<file path="src/rtl/id_sched_pkg.sv">
// Shared types, sizing helpers and limits for the ID/issue scheduler slice.
package id_sched_pkg;

  localparam int ID_SCHED_MAX_PORTS = 2;
  localparam int ID_SCHED_ENTRY_W   = 128;

  typedef struct packed {
    logic                        ctrl_flow;
    logic [ID_SCHED_ENTRY_W-1:0] payload;
  } id_sched_slot_t;

  function automatic int ptr_w(input int depth);
    return (depth > 1) ? $clog2(depth) : 1;
  endfunction

  function automatic int cnt_w(input int depth);
    return $clog2(depth + 1);
  endfunction

  function automatic logic [31:0] sat_inc(input logic [31:0] val);
    return (val == 32'hFFFF_FFFF) ? val : val + 32'd1;
  endfunction

endpackage

</file>
<file path="src/rtl/id_issue_scheduler_if.sv">
// Decode-side and issue-side handshake bundle of the ID/issue scheduler.
interface id_issue_scheduler_if #(
  parameter int NR_PORTS = id_sched_pkg::ID_SCHED_MAX_PORTS,
  parameter int ENTRY_W  = id_sched_pkg::ID_SCHED_ENTRY_W
);

  logic [NR_PORTS-1:0]         dec_valid_i;
  logic [NR_PORTS*ENTRY_W-1:0] dec_entry_i;
  logic [NR_PORTS-1:0]         dec_ctrl_flow_i;
  logic [NR_PORTS-1:0]         dec_ready_o;
  logic [NR_PORTS-1:0]         iss_valid_o;
  logic [NR_PORTS*ENTRY_W-1:0] iss_entry_o;
  logic [NR_PORTS-1:0]         iss_ctrl_flow_o;
  logic [NR_PORTS-1:0]         iss_ack_i;

  modport master (
    output dec_valid_i, dec_entry_i, dec_ctrl_flow_i, iss_ack_i,
    input  dec_ready_o, iss_valid_o, iss_entry_o, iss_ctrl_flow_o
  );

  modport slave (
    input  dec_valid_i, dec_entry_i, dec_ctrl_flow_i, iss_ack_i,
    output dec_ready_o, iss_valid_o, iss_entry_o, iss_ctrl_flow_o
  );

endinterface

</file>
<file path="src/rtl/id_sched_ring.sv">
// Circular slot storage with NR_PORTS consecutive write and read ports.
// Callers write lanes 0..wr_num_i-1 and retire rd_num_i slots per cycle.
module id_sched_ring
  import id_sched_pkg::*;
#(
  parameter int DEPTH    = 4,
  parameter int NR_PORTS = 2
) (
  input  logic           clk_i,
  input  logic           rst_i,
  input  logic           clr_i,
  input  logic [1:0]     wr_num_i,
  input  id_sched_slot_t wr_slot_i [NR_PORTS],
  input  logic [1:0]     rd_num_i,
  output id_sched_slot_t rd_slot_o [NR_PORTS]
);

  localparam int PW = ptr_w(DEPTH);
  typedef logic [PW-1:0] ptr_t;

  ptr_t           wr_ptr_q;
  ptr_t           rd_ptr_q;
  id_sched_slot_t mem_q [DEPTH];

  // NOTE: sequential state uses non-blocking assignments so every register
  // samples the pre-edge value of its neighbours, whatever the block order.
  always_ff @(posedge clk_i) begin
    if (rst_i || clr_i) begin
      wr_ptr_q <= '0;
      rd_ptr_q <= '0;
    end else begin
      wr_ptr_q <= wr_ptr_q + ptr_t'(wr_num_i);
      rd_ptr_q <= rd_ptr_q + ptr_t'(rd_num_i);
    end
  end

  // NOTE: the payload array has no reset; occupancy alone decides which
  // slots are meaningful, and a reset here would block RAM inference.
  always_ff @(posedge clk_i) begin
    for (int k = 0; k < NR_PORTS; k++) begin
      if (2'(k) < wr_num_i) begin
        mem_q[wr_ptr_q + ptr_t'(k)] <= wr_slot_i[k];
      end
    end
  end

  for (genvar k = 0; k < NR_PORTS; k++) begin : g_rd
    assign rd_slot_o[k] = mem_q[rd_ptr_q + ptr_t'(k)];
  end

endmodule

</file>
<file path="src/rtl/id_issue_scheduler.sv">
// In-order DEPTH-entry buffer between decode and issue, NR_PORTS lanes each way.
// Optional performance counters are built when ID_ISSUE_SCHED_PERF_EN is defined.
module id_issue_scheduler
  import id_sched_pkg::*;
#(
  parameter int DEPTH    = 4,
  parameter int NR_PORTS = 2,
  parameter int ENTRY_W  = ID_SCHED_ENTRY_W
) (
  input  logic                    clk_i,
  input  logic                    rst_i,
  input  logic                    flush_i,
  input  logic                    stall_i,
  id_issue_scheduler_if.slave     bus,
  output logic [cnt_w(DEPTH)-1:0] occupancy_o
`ifdef ID_ISSUE_SCHED_PERF_EN
  ,
  output logic [31:0]             perf_full_cycles_o,
  output logic [31:0]             perf_ctrl_serial_o,
  output logic [31:0]             perf_dual_issue_o
`endif
);

  localparam int CW = cnt_w(DEPTH);
  typedef logic [CW-1:0] cnt_t;

  cnt_t                count_q;
  cnt_t                free;
  logic [NR_PORTS-1:0] ready;
  logic [NR_PORTS-1:0] acc;
  logic [NR_PORTS-1:0] iss_valid;
  logic [NR_PORTS-1:0] ack_eff;
  logic [1:0]          acc_num;
  logic [1:0]          ack_num;
  id_sched_slot_t      wr_slot [NR_PORTS];
  id_sched_slot_t      rd_slot [NR_PORTS];

  // Space is judged on the registered count; acks this cycle free nothing yet.
  assign free         = cnt_t'(DEPTH) - count_q;
  assign ready[0]     = !rst_i && !stall_i && !flush_i && (free != '0);
  assign iss_valid[0] = (count_q != '0);
  assign ack_eff[0]   = !flush_i && bus.iss_ack_i[0] && iss_valid[0];

  if (NR_PORTS > 1) begin : g_lane1
    // Lane 1 only follows an accepted lane 0; a control-flow head issues alone.
    assign ready[1]     = ready[0] && bus.dec_valid_i[0] && (free >= cnt_t'(2));
    assign iss_valid[1] = (count_q >= cnt_t'(2)) && !rd_slot[0].ctrl_flow;
    assign ack_eff[1]   = ack_eff[0] && bus.iss_ack_i[1] && iss_valid[1];
  end

  assign acc = bus.dec_valid_i & ready;

  // NOTE: combinational blocks start from a default for every output so no
  // path leaves a signal unassigned and a latch gets inferred.
  always_comb begin
    acc_num = '0;
    ack_num = '0;
    for (int k = 0; k < NR_PORTS; k++) begin
      acc_num = acc_num + 2'(acc[k]);
      ack_num = ack_num + 2'(ack_eff[k]);
    end
  end

  for (genvar k = 0; k < NR_PORTS; k++) begin : g_lane
    assign wr_slot[k] = '{ctrl_flow: bus.dec_ctrl_flow_i[k],
                          payload:   bus.dec_entry_i[k*ENTRY_W +: ENTRY_W]};
    assign bus.iss_entry_o[k*ENTRY_W +: ENTRY_W] = rd_slot[k].payload;
    assign bus.iss_ctrl_flow_o[k]                = rd_slot[k].ctrl_flow;
  end

  assign bus.dec_ready_o = ready;
  assign bus.iss_valid_o = iss_valid;
  assign occupancy_o     = count_q;

  always_ff @(posedge clk_i) begin
    if (rst_i || flush_i) begin
      count_q <= '0;
    end else begin
      count_q <= count_q + cnt_t'(acc_num) - cnt_t'(ack_num);
    end
  end

  id_sched_ring #(
    .DEPTH    (DEPTH),
    .NR_PORTS (NR_PORTS)
  ) u_ring (
    .clk_i     (clk_i),
    .rst_i     (rst_i),
    .clr_i     (flush_i),
    .wr_num_i  (acc_num),
    .wr_slot_i (wr_slot),
    .rd_num_i  (ack_num),
    .rd_slot_o (rd_slot)
  );

`ifdef ID_ISSUE_SCHED_PERF_EN
  logic [31:0] perf_full_q;
  logic [31:0] perf_serial_q;
  logic [31:0] perf_dual_q;

  // Flush leaves the statistics intact; only reset clears them.
  always_ff @(posedge clk_i) begin
    if (rst_i) begin
      perf_full_q   <= '0;
      perf_serial_q <= '0;
      perf_dual_q   <= '0;
    end else begin
      if ((count_q == cnt_t'(DEPTH)) && bus.dec_valid_i[0]) perf_full_q <= sat_inc(perf_full_q);
      if ((count_q >= cnt_t'(2)) && rd_slot[0].ctrl_flow) perf_serial_q <= sat_inc(perf_serial_q);
      if (ack_num == 2'd2) perf_dual_q <= sat_inc(perf_dual_q);
    end
  end

  assign perf_full_cycles_o = perf_full_q;
  assign perf_ctrl_serial_o = perf_serial_q;
  assign perf_dual_issue_o  = perf_dual_q;
`endif

  a_count_bound : assert property (@(posedge clk_i) disable iff (rst_i)
    count_q <= cnt_t'(DEPTH));

  for (genvar k = 0; k < NR_PORTS; k++) begin : g_chk
    a_ack_valid : assert property (@(posedge clk_i) disable iff (rst_i)
      bus.iss_ack_i[k] |-> iss_valid[k]);
    a_entry_stable : assert property (@(posedge clk_i) disable iff (rst_i)
      (iss_valid[k] && (ack_num == 2'd0) && !flush_i)
        |=> $stable(bus.iss_entry_o[k*ENTRY_W +: ENTRY_W]));
  end

  if (NR_PORTS > 1) begin : g_chk_order
    a_ack_order : assert property (@(posedge clk_i) disable iff (rst_i)
      bus.iss_ack_i[1] |-> bus.iss_ack_i[0]);
  end

endmodule

</file>
<file path="src/flat_wrapper.sv">
// flat-port wrapper written by rule: the top's interface ports become plain ports
module id_issue_scheduler_flat import id_sched_pkg::*;
#(
  parameter int DEPTH    = 4,
  parameter int NR_PORTS = 2,
  parameter int ENTRY_W  = ID_SCHED_ENTRY_W
)
  (clk_i, rst_i, flush_i, stall_i, occupancy_o, bus_dec_valid_i, bus_dec_entry_i, bus_dec_ctrl_flow_i, bus_iss_ack_i, bus_dec_ready_o, bus_iss_valid_o, bus_iss_entry_o, bus_iss_ctrl_flow_o);
  id_issue_scheduler_if #(.NR_PORTS(NR_PORTS), .ENTRY_W(ENTRY_W)) bus_i ();
  input  logic clk_i;
  input  logic rst_i;
  input  logic flush_i;
  input  logic stall_i;
  output logic [cnt_w(DEPTH)-1:0] occupancy_o;
  input wire logic [$bits(bus_i.dec_valid_i)-1:0] bus_dec_valid_i;
  input wire logic [$bits(bus_i.dec_entry_i)-1:0] bus_dec_entry_i;
  input wire logic [$bits(bus_i.dec_ctrl_flow_i)-1:0] bus_dec_ctrl_flow_i;
  input wire logic [$bits(bus_i.iss_ack_i)-1:0] bus_iss_ack_i;
  output wire logic [$bits(bus_i.dec_ready_o)-1:0] bus_dec_ready_o;
  output wire logic [$bits(bus_i.iss_valid_o)-1:0] bus_iss_valid_o;
  output wire logic [$bits(bus_i.iss_entry_o)-1:0] bus_iss_entry_o;
  output wire logic [$bits(bus_i.iss_ctrl_flow_o)-1:0] bus_iss_ctrl_flow_o;
  assign bus_i.dec_valid_i = bus_dec_valid_i;
  assign bus_i.dec_entry_i = bus_dec_entry_i;
  assign bus_i.dec_ctrl_flow_i = bus_dec_ctrl_flow_i;
  assign bus_i.iss_ack_i = bus_iss_ack_i;
  assign bus_dec_ready_o = bus_i.dec_ready_o;
  assign bus_iss_valid_o = bus_i.iss_valid_o;
  assign bus_iss_entry_o = bus_i.iss_entry_o;
  assign bus_iss_ctrl_flow_o = bus_i.iss_ctrl_flow_o;
  id_issue_scheduler #(.DEPTH(DEPTH), .NR_PORTS(NR_PORTS), .ENTRY_W(ENTRY_W)) u_core (.clk_i(clk_i), .rst_i(rst_i), .flush_i(flush_i), .stall_i(stall_i), .bus(bus_i), .occupancy_o(occupancy_o));
endmodule
</file>
<file path="config.mk">
export PLATFORM = sky130hd
export DESIGN_NAME = id_issue_scheduler_flat
export DESIGN_NICKNAME = d
export VERILOG_FILES = /design/src/rtl/id_sched_pkg.sv /design/src/rtl/id_issue_scheduler_if.sv /design/src/rtl/id_sched_ring.sv /design/src/rtl/id_issue_scheduler.sv /design/src/flat_wrapper.sv
export SDC_FILE = /design/constraint.sdc
export NUM_CORES = 1
export LEC_CHECK = 0
export BUFFER_PORTS_ARGS = -buffer_cell sky130_fd_sc_hd__buf_2
export CAP_MARGIN = 5
export CELL_PAD_IN_SITES_DETAIL_PLACEMENT = 1
export CELL_PAD_IN_SITES_GLOBAL_PLACEMENT = 2
export CORE_MARGIN = 3
export CORE_UTILIZATION = 33
export DETAILED_ROUTE_END_ITERATION = 10
export PLACE_DENSITY = 0.71
export SKIP_LAST_GASP = 1
export SLEW_MARGIN = 20
export SYNTH_ARGS = -nofsm -noshare
export SYNTH_HDL_FRONTEND = slang
export SYNTH_HIERARCHICAL = 1
export SYNTH_SLANG_ARGS = --single-unit
</file>
<file path="constraint.sdc">
create_clock -name clk_i -period 14.9 [get_ports clk_i]
set_clock_uncertainty 0.05 [all_clocks]
set_input_delay 1.49 -clock clk_i [delete_from_list [all_inputs] [get_ports clk_i]]
set_output_delay 1.49 -clock clk_i [all_outputs]
set_load 0.02 [all_outputs]
</file>
==> results of run 1 <==
## placed cells by master, fill, tap and decap left out, types with 2 or more instances in the layout
master,n
nor2_4,2
clkinv_2,9
nor3b_2,2
buf_2,530
bufinv_16,9
nand3b_1,2
inv_6,2
nor3_1,5
clkbuf_1,10
mux2_2,378
mux2_1,138
clkinvlp_4,2
edfxtp_1,516
buf_4,25
nor3b_1,4
mux4_2,258
fa_1,2
nor2_1,2
xnor3_1,3
inv_1,13
clkbuf_16,61
diode_2,14
dfxtp_4,2
dfxtp_1,5
o21ai_4,2
buf_12,3
clkinv_1,18
ha_1,10
## final timing paths
path / start / to / slack, ns / depth (start not counted)
max: u_core/u_ring/rd_ptr_q[0]$_SDFF_PP0_ / bus_iss_entry_o[51] / 8.74 / 5
min: u_core/occupancy_o[0]$_SDFF_PP0_ / u_core/occupancy_o[0]$_SDFF_PP0_ / 0.66 / 2
max reg2reg: u_core/occupancy_o[1]$_SDFF_PP0_ / u_core/u_ring/mem_q[2][75]$_DFFE_PP_ / 10.33 / 10
min reg2reg: u_core/occupancy_o[0]$_SDFF_PP0_ / u_core/occupancy_o[0]$_SDFF_PP0_ / 0.66 / 2
## kinds of logic (layout without fill, tap and decap cells)
group           Yosys count  count (layout)  share of synthesized area [%]
buf+inv                 128             683                          2.284
fa+ha+maj                12              12                         0.5832
compound gates            5               5                         0.1193
other cells               0              14                              0
mux                     774             774                          41.04
xor+xnor                  3               3                         0.2386
flops                   523             523                          55.21
simple gates             21              21                         0.5301
## registers in the layout, summed over array words and instances (netlist names)
name                    cells
u_core/u_ring/rd_ptr_q      2
u_core/u_ring/wr_ptr_q      2
u_core/u_ring/mem_q       516
u_core/occupancy_o          3
## tightest hold or removal path, cell delays in order, from the launching register on
cell and delay, ns:
dfxtp_1 0.36, ha_1 0.14, nor3b_1 0.15
## routing by layer
| metal | vias up | track usage [%] | part of all wire [%] |
|---|---|---|---|
| met5 | - | 0 | 0.18 |
| met4 | 22 | 4.136 | 2.1 |
| met3 | 117 | 5.463 | 7.0 |
| met2 | 472 | 32.12 | 52 |
| met1 | 8659 | 21.57 | 39 |
| li1 | 7277 | - | - |
## metrics by stage
step	util (%)	total power [W]
finish	40.47	0.003349
global route	40.45	0.003471
CTS	40.43	0.003399
detailed placement	38.06	0.001868
global placement	38.06	0.001859
floorplan	-	0.001777
## cell type report
cell class	instances	area, sq um	area share, %
flip-flops and latches	523	15640	45.82
repair buffers	558	2900	8.496
clock inverters	41	435.4	1.275
clock buffers	71	1564	4.581
diodes	14	35.03	0.1026
multi-input cells	815	12090	35.43
inverters	13	48.80	0.1429
well taps	1134	1419	4.156
## power groups by stage
stage                     combinational [W]  clock, W  sequential (W)
final                              0.000199   0.00151         0.00164
after CTS                          0.000201   0.00156         0.00164
after global placement             0.000191         0         0.00167
after global routing               0.000219   0.00161         0.00164
after floorplan                    0.000105         0         0.00167
after detailed placement           0.000199         0         0.00167
==> results.md, run 1 <==
- DRT Pass-1 Iters: 5
- Max VDD drop: 81.92 uV
- Cts repair resizes: 0
- Vias per cell: 5.222
- Setup_tns: 0 ns
- EDFF count, synth: 516
- Crit path DAT: 4.62 ns
- Post-Synthesis Net Count: 1744
- Most common cell in the synthesized netlist: edfxtp_1
- Dpl cells: 3043
- H-tree depth: 2
- Cells after synthesis: 1466
- Worst-path cell chain: buf_4 -> buf_4 -> buf_4 -> mux4_2 -> buf_2
- First-pass GRT wire length: 122300 um
- Status: completed
- Final Cell Area: 0.03414 sq mm
- Routed Antenna Nets: 0
- Placed cell area: 0.03210 sq mm
- GR Util All Layers: 18.11%
- Worst min path class: flip-flop to flip-flop
- Comb pwr share: 5.9%
- Clock share of power: 45.1%
- Sequential share of the synthesized area: 55.21%
- Hold buffer count at CTS: 0
- Post-Route WL: 83060 um
- Sequential Power Share: 48.9%
- Clock-pin slew on the worst setup and hold paths: 0.06 ns
- Pre-CTS WS: 9.217 ns
- Antenna violations before repair: 27
- Grt total ovfl: 0
- Crit-path slowest cell: buf_4
- CP top delay family: buffers and inverters
- Yosys top cell area share: 54.71%
- Clock Path Buffers: 3
- Vias post-DR: 16547
- RD Place Congestion: 0.7940
- Slew Limit Headroom: 24.29%
- Critical path peak fanout: 51
- Ports: 531
- Worst Setup End Kind: output port
- Max Cap Viol: 0
- Buffer and inverter count on the worst path: 4
- Async set-or-reset flop fraction in the synthesized netlist: 0%
- Die area: 0.08937 sq mm
- Yosys cell types: 25
- Slew @ Worst Pin: 1.136 ns
- Row cnt: 106
- Final WS setup: 8.740 ns
- Synthesized cell area: 0.02832 sq mm
- Critical path's most frequent cell: buf_4
- RSZ-0062 raised after global routing: no
- Worst Path Required: 13.36 ns
- Fraction of layout cells with a size suffix above 1: 63.78%
- Max-slew violations: 0
- Post-route non-filler standard cell count: 3169
- Worst setup path class: flip-flop to output port
- Fill count: 8486
- Internal power: 0.002632 W
- Synth Flop Type: edfxtp_1
- Fin nets: 2250
- Fin crit share: 41.34%
- Vias in the first global route: 18375
- Switching Share: 21.40%
- CP max stage delay: 0.84 ns
- Initial Util: 33.57%
- TritonCTS clock tree: done
- Setup Fix Bufs, Post-CTS: 0
- Hold slack: 0.6560 ns
- P&R area growth vs syn: 20.55%
- IO Port Bufs: 530
- Dpl hpwl: 55110 um
- Post-synth top cells: edfxtp_1, mux2_2, mux4_2, mux2_1, buf_2
- CTS buffer count: 61
- Synth Register Bits: 523
- Die H: 298.9 um
- Initial DRC count: 732
- Post-synth top area cell: edfxtp_1
- Root Buffer: clkbuf_16
- Core area: 0.08435 sq mm
- LEAKAGE: 11.56 nW
- Syn avg cell area: 19.32 sq um
- Startpoint types: flip-flop
- Fin crit period: 6.160 ns
- Largest cells by area after synthesis: edfxtp_1, mux4_2, mux2_2, mux2_1, buf_2
- Post-route DRC violation count: 0
- WL per Instance: 26.21 um
- Pwr per Cell Area: 98.10 mW/mm^2
- CTS Sinks: 523
- P_sw: 0.0007167 W
- Die W: 298.9 um
- Yosys warns: 6
- Fmax: 162.3 MHz
- Final Hold Vio Count: 0
- Largest net degree at the start of global routing: 130
- Final setup violation count: 0
- Worst-Skew Late Latency: 0.62 ns
(Power assumes the default switching activity.)
==> run 2, diff against run 1 <==
Clock period 14.9 ns to 6.29 ns, I/O delays scaled along.
==> results.md, run 2 (synthesis gave the netlist of run 1 again) <==
- Die area: 0.08937 sq mm (unchanged)
- RSZ-0062 raised after global routing: no (unchanged)
- CTS Sinks: 523 (unchanged)
- Antenna violations before repair: 20 (was 27)
- Worst-Skew Late Latency: 0.58 ns (was 0.62 ns)
- Row cnt: 106 (unchanged)
- Hold buffer count at CTS: 0 (unchanged)
- Final WS setup: 2.204 ns (was 8.740 ns)
- Core area: 0.08435 sq mm (unchanged)
- Worst Path Required: 6.47 ns (was 13.36 ns)
- Max-slew violations: 0 (unchanged)
- Pwr per Cell Area: 233.3 mW/mm^2 (was 98.10 mW/mm^2)
- First-pass GRT wire length: 124500 um (was 122300 um)
- Max reg flops: 516 (unchanged)
- Clock Path Buffers: 3 (unchanged)
- CTS buffer count: 66 (was 61)
- Largest net degree at the start of global routing: 137 (was 130)
- TritonCTS clock tree: done (unchanged)
- IO Port Bufs: 530 (unchanged)
- Max VDD drop: 197.7 uV (was 81.92 uV)
- Vias post-DR: 16741 (was 16547)
- Die W: 298.9 um (unchanged)
- Fin crit period: 4.086 ns
- RD Place Congestion: 0.7810 (was 0.7940)
- Final Hold Vio Count: 0 (unchanged)
- Initial Util: 33.57% (unchanged)
- Worst min path class: primary input to flip-flop (was flip-flop to flip-flop)
- Most frequent cells in the layout: buf_2, edfxtp_1, mux2_2, mux4_2, mux2_1 (unchanged)
- GR Util All Layers: 18.52% (was 18.11%)
- Max Cap Viol: 0 (unchanged)
- Die H: 298.9 um (unchanged)
- Grt total ovfl: 0 (unchanged)
- Fin crit share: 64.96%
- Setup Fix Bufs, Post-CTS: 0 (unchanged)
- Final setup violation count: 0 (unchanged)
- Root Buffer: clkbuf_16 (unchanged)
- WL per Instance: 26.55 um (was 26.21 um)
- Slew @ Worst Pin: 1.104 ns (was 1.136 ns)
- Fill count: 8420 (was 8486)
- Fmax: 244.7 MHz
- Hold slack: 0.2849 ns (was 0.6560 ns)
- Fraction of layout cells with a size suffix above 1: 63.88% (was 63.78%)
- Vias per cell: 5.288 (was 5.222)
- Crit path DAT: 4.27 ns (was 4.62 ns)
- H-tree depth: 3 (was 2)
- P&R area growth vs syn: 20.99% (was 20.55%)
- Worst Setup End Kind: flip-flop (was output port)
- Initial DRC count: 895 (was 732)
- Critical path peak fanout: 48 (was 51)
- Multi-input logic area: 0.01209 sq mm (unchanged)
- LEAKAGE: 11.60 nW (was 11.56 nW)
- Worst setup path class: flip-flop to flip-flop (was flip-flop to output port)
- Routed Antenna Nets: 0 (unchanged)
- Seq. cell area: 0.01564 sq mm (unchanged)
- Post-route DRC violation count: 0 (unchanged)
- DRT Pass-1 Iters: 5 (unchanged)
- Fin nets: 2253 (was 2250)
- Slew Limit Headroom: 26.37% (was 24.29%)
- Commonest non-fill, non-tap cell in the layout: buf_2 (unchanged)
- Pre-CTS WS: 2.168 ns (was 9.217 ns)
- Ports: 531 (unchanged)
- Startpoint types: flip-flop (unchanged)
- Status: completed (unchanged)
- Clock-pin slew on the worst setup and hold paths: 0.06 ns (about the same)
- Dpl hpwl: 52460 um (was 55110 um)
- Vias in the first global route: 18900 (was 18375)
- Post-Route WL: 84060 um (was 83060 um)
- Top reg by flops: u_core/u_ring/mem_q (unchanged)
- Cts repair resizes: 0 (unchanged)
run 2: cell count changes in the layout (fill, tap and decap cells not counted), sizes merged:
cell / before / now
clkbuf: 71 / 82
bufinv: 9 / 3
diode: 14 / 8
clkinv: 27 / 30
buf: 558 / 556
inv: 16 / 14
clkinvlp: 2 / 1
run 2: through the flow:
| stage | power, W | utilization [%] | area [sq um] | instances | setup TNS [ns] |
|---|---|---|---|---|---|
| after global placement | 0.004408 | 38.15 | 32180 | 3041 | 0 |
| after CTS | 0.008144 | 40.59 | 34240 | 3158 | 0 |
| final | 0.007993 | 40.62 | 34260 | 3166 | 0 |
| after detailed placement | 0.004430 | 38.15 | 32180 | 3041 | 0 |
| after floorplan | 0.004205 | - | 28320 | 1466 | -582.57 |
| after global routing | 0.008307 | 40.60 | 34250 | 3159 | 0 |
run 2: per-layer routing:
layer	wire [um]	track usage, %	vias up
met2	42330	31.80	513
met5	215	0	-
li1	-	-	7268
met1	32690	22.32	8790
met3	7032	6.131	140
met4	1796	4.951	30
run 2: worst paths after layout:
check / to / slack [ns] / cells after the start / startpoint
worst min register to register: u_core/occupancy_o[0]$_SDFF_PP0_ / 0.64 / 2 / u_core/occupancy_o[0]$_SDFF_PP0_
worst min-delay path: u_core/u_ring/rd_ptr_q[0]$_SDFF_PP0_ / 0.28 / 2 / rst_i
worst max-delay path: u_core/u_ring/mem_q[0][63]$_DFFE_PP_ / 2.20 / 9 / u_core/occupancy_o[1]$_SDFF_PP0_
worst max register to register: u_core/u_ring/mem_q[0][63]$_DFFE_PP_ / 2.20 / 9 / u_core/occupancy_o[1]$_SDFF_PP0_
run 2: power breakdown:
part	internal [W]	total, W	switching, W	leakage [nW]
logic	0.000237	0.000477	0.000240	5.88
clock network	0.00213	0.00364	0.00150	1.01
registers	0.00387	0.00388	0.0000148	4.71
run 2: cell type report:
type	instances	area share, %
well taps	1134	4.141
clock inverters	35	0.8289
repair buffers	556	8.698
multi-input cells	815	35.30
clock buffers	82	5.182
inverters	13	0.1424
flip-flops and latches	523	45.65
diodes	8	0.05843
run 2: critical path, cell delays in order (launching register included):
cell and delay (ns):
dfxtp_1 0.38, inv_1 0.12, ha_1 0.20, ha_1 0.28
a2111o_1 0.48, nor4_2 0.23, ha_1 0.41, o21bai_1 0.24
o21ai_4 0.86, buf_12 0.40
==> run 3, diff against run 2 <==
Clock period 6.29 ns to 4 ns, I/O delays scaled along.
==> results.md, run 3 (synthesis gave the netlist of run 1 again) <==
- Status: completed (unchanged)
- Placed cell area: 0.03246 sq mm (was 0.03218 sq mm)
- Gr busiest metal: met2 (unchanged)
- Die H: 298.9 um (unchanged)
- Ports: 531 (unchanged)
- Worst Setup End Kind: output port (was flip-flop)
- Pwr per Cell Area: 357.0 mW/mm^2 (was 233.3 mW/mm^2)
- Met3 Track Usage GR: 5.296% (was 6.131%)
- Die area: 0.08937 sq mm (unchanged)
- Routed Antenna Nets: 0 (unchanged)
- Clock Path Buffers: 3 (unchanged)
- Worst min path class: primary input to flip-flop (unchanged)
- WL per Instance: 26.05 um (was 26.55 um)
- Antenna violations before repair: 30 (was 20)
- Top reg by flops: u_core/u_ring/mem_q (unchanged)
- Worst Path Required: 3.55 ns (was 6.47 ns)
- Critical path peak fanout: 98 (was 48)
- CTS Sinks: 523 (unchanged)
- Pre-CTS WS: 0.5397 ns (was 2.168 ns)
- Vias post-DR: 16745 (was 16741)
- Slew Limit Headroom: 34.83% (was 26.37%)
- Crit path DAT: 3.16 ns (was 4.27 ns)
- LEAKAGE: 11.66 nW (was 11.60 nW)
- Fmax: 276.9 MHz
- Setup Fix Bufs, Post-CTS: 0 (unchanged)
- Die W: 298.9 um (unchanged)
- Initial Util: 33.57% (unchanged)
- Max reg flops: 516 (unchanged)
- Crit-path slowest cell: buf_12 (was o21ai_4)
- Post-route non-filler standard cell count: 3192 (was 3166)
- Grt total ovfl: 0 (unchanged)
- Commonest non-fill, non-tap cell in the layout: buf_2 (unchanged)
- Most frequent cells in the layout: buf_2, edfxtp_1, mux2_2, mux4_2, mux2_1 (unchanged)
- H-tree depth: 2 (was 3)
- Largest net degree at the start of global routing: 144 (was 137)
- Post-route DRC violation count: 0 (unchanged)
- Initial DRC count: 971 (was 895)
- CTS buffer count: 61 (was 66)
- Max VDD drop: 315.5 uV (was 197.7 uV)
- Final Total Pwr: 0.01232 W (was 0.007993 W)
- Slew @ Worst Pin: 0.9775 ns (was 1.104 ns)
- Worst-Skew Late Latency: 0.61 ns (was 0.58 ns)
- Post-Route WL: 83150 um (was 84060 um)
- Max Cap Viol: 0 (unchanged)
- Cts repair resizes: 0 (unchanged)
- Clock-pin slew on the worst setup and hold paths: 0.06 ns (about the same)
- Worst-path cell chain: buf_12 -> buf_12 -> mux4_2 -> buf_2 (was inv_1 -> ha_1 -> ha_1 -> a2111o_1 -> nor4_2 -> ha_1 -> o21bai_1 -> o21ai_4 -> buf_12)
- CP max stage delay: 0.67 ns (was 0.86 ns)
- P&R area growth vs syn: 21.89% (was 20.99%)
- Dpl cells: 3047 (was 3041)
- Fin nets: 2259 (was 2253)
- Root Buffer: clkbuf_16 (unchanged)
- Row cnt: 106 (unchanged)
- First-pass GRT wire length: 123500 um (was 124500 um)
- Critical path's most frequent cell: buf_12 (was ha_1)
- Hold slack: 0.06083 ns (was 0.2849 ns)
- Met2 Usage GRT: 31.86% (was 31.80%)
- M1 GR Usage: 21.51% (was 22.32%)
- Final WS setup: 0.3888 ns (was 2.204 ns)
- Vias in the first global route: 18827 (was 18900)
- TritonCTS clock tree: done (unchanged)
- Seq. cell area: 0.01565 sq mm (was 0.01564 sq mm)
- DRT Pass-1 Iters: 5 (unchanged)
- RD Place Congestion: 0.7702 (was 0.7810)
- Dpl hpwl: 53050 um (was 52460 um)
- Multi-input logic area: 0.01213 sq mm (was 0.01209 sq mm)
- RSZ-0062 raised after global routing: no (unchanged)
- Final Hold Vio Count: 0 (unchanged)
- Fraction of layout cells with a size suffix above 1: 64.14% (was 63.88%)
- Vias per cell: 5.246 (was 5.288)
- Final Cell Area: 0.03452 sq mm (was 0.03426 sq mm)
- IO Port Bufs: 530 (unchanged)
- GR Util All Layers: 18.23% (was 18.52%)
- Final setup violation count: 0 (unchanged)
- Worst setup path class: flip-flop to output port (was flip-flop to flip-flop)
- Fill count: 8459 (was 8420)
- Fin crit share: 90.28%
- Startpoint types: flip-flop (unchanged)
- Fin crit period: 3.611 ns
- Core area: 0.08435 sq mm (unchanged)
- Max-slew violations: 0 (unchanged)
==> run 3: cell count changes in the layout (fill, tap and decap cells not counted), sizes merged <==
| cell | before | now |
|---|---|---|
| buf | 556 | 562 |
| bufinv | 3 | 5 |
| clkbuf | 82 | 75 |
| clkinv | 30 | 24 |
| clkinvlp | 1 | 4 |
| diode | 8 | 28 |
| dlygate4sd3 | 0 | 5 |
| inv | 14 | 17 |
==> run 3: repair_timing <==
action                     in CTS  in global routing
hold endpoints to repair        9                  0
hold buffers                    5                  0
setup endpoints to repair       0                  0
==> run 3: path summary, 6_finish.rpt <==
path / cells past startpoint / endpoint / from / slack (ns)
hold / removal: 2 / u_core/u_ring/mem_q[1][21]$_DFFE_PP_ / bus_dec_entry_i[21] / 0.06
hold reg to reg: 2 / u_core/occupancy_o[0]$_SDFF_PP0_ / u_core/occupancy_o[0]$_SDFF_PP0_ / 0.65
setup reg to reg: 10 / u_core/u_ring/mem_q[1][68]$_DFFE_PP_ / u_core/occupancy_o[1]$_SDFF_PP0_ / 0.54
setup / recovery: 4 / bus_iss_entry_o[136] / u_core/u_ring/rd_ptr_q[0]$_SDFF_PP0_ / 0.39
==> run 3: final cells by class <==
class	count	area share, %
Tap cell	1134	4.110
Clock inverter	37	0.9243
Multi-Input combinational cell	815	35.15
Antenna cell	28	0.2030
Timing Repair Buffer	567	9.431
Inverter	13	0.1486
Clock buffer	75	4.698
Sequential cell	523	45.34
==> run 3: per-stage QoR <==
| stage | util, % | TNS [ns] |
|---|---|---|
| 2_1_floorplan | - | -212.82 |
| 3_3_place_gp | 38.48 | 0 |
| 3_5_place_dp | 38.48 | 0 |
| 4_1_cts | 40.84 | 0 |
| 5_1_grt | 40.89 | 0 |
| 6_report | 40.92 | 0 |
==> run 3: worst max-delay path, delay by kind of cell (launching register included) <==
kind	cells	cell delay [ns]
buffers and inverters	3	1.37
multiplexers	1	0.63
flip-flops	1	0.37
==> run 3: report_power, final <==
part	internal [W]	total (W)	switching, W
Sequential	0.00608	0.00610	0.0000223
Combinational	0.000377	0.000763	0.000387
Clock	0.00318	0.00546	0.00228
==> run 3: metal layers <==
metal	wire, um	part of all wire, %	vias to the layer above
met5	90	0.11	-
met4	2256	2.7	14
met3	6052	7.3	136
met2	42550	51	500
met1	32200	39	8784
li1	-	-	7311
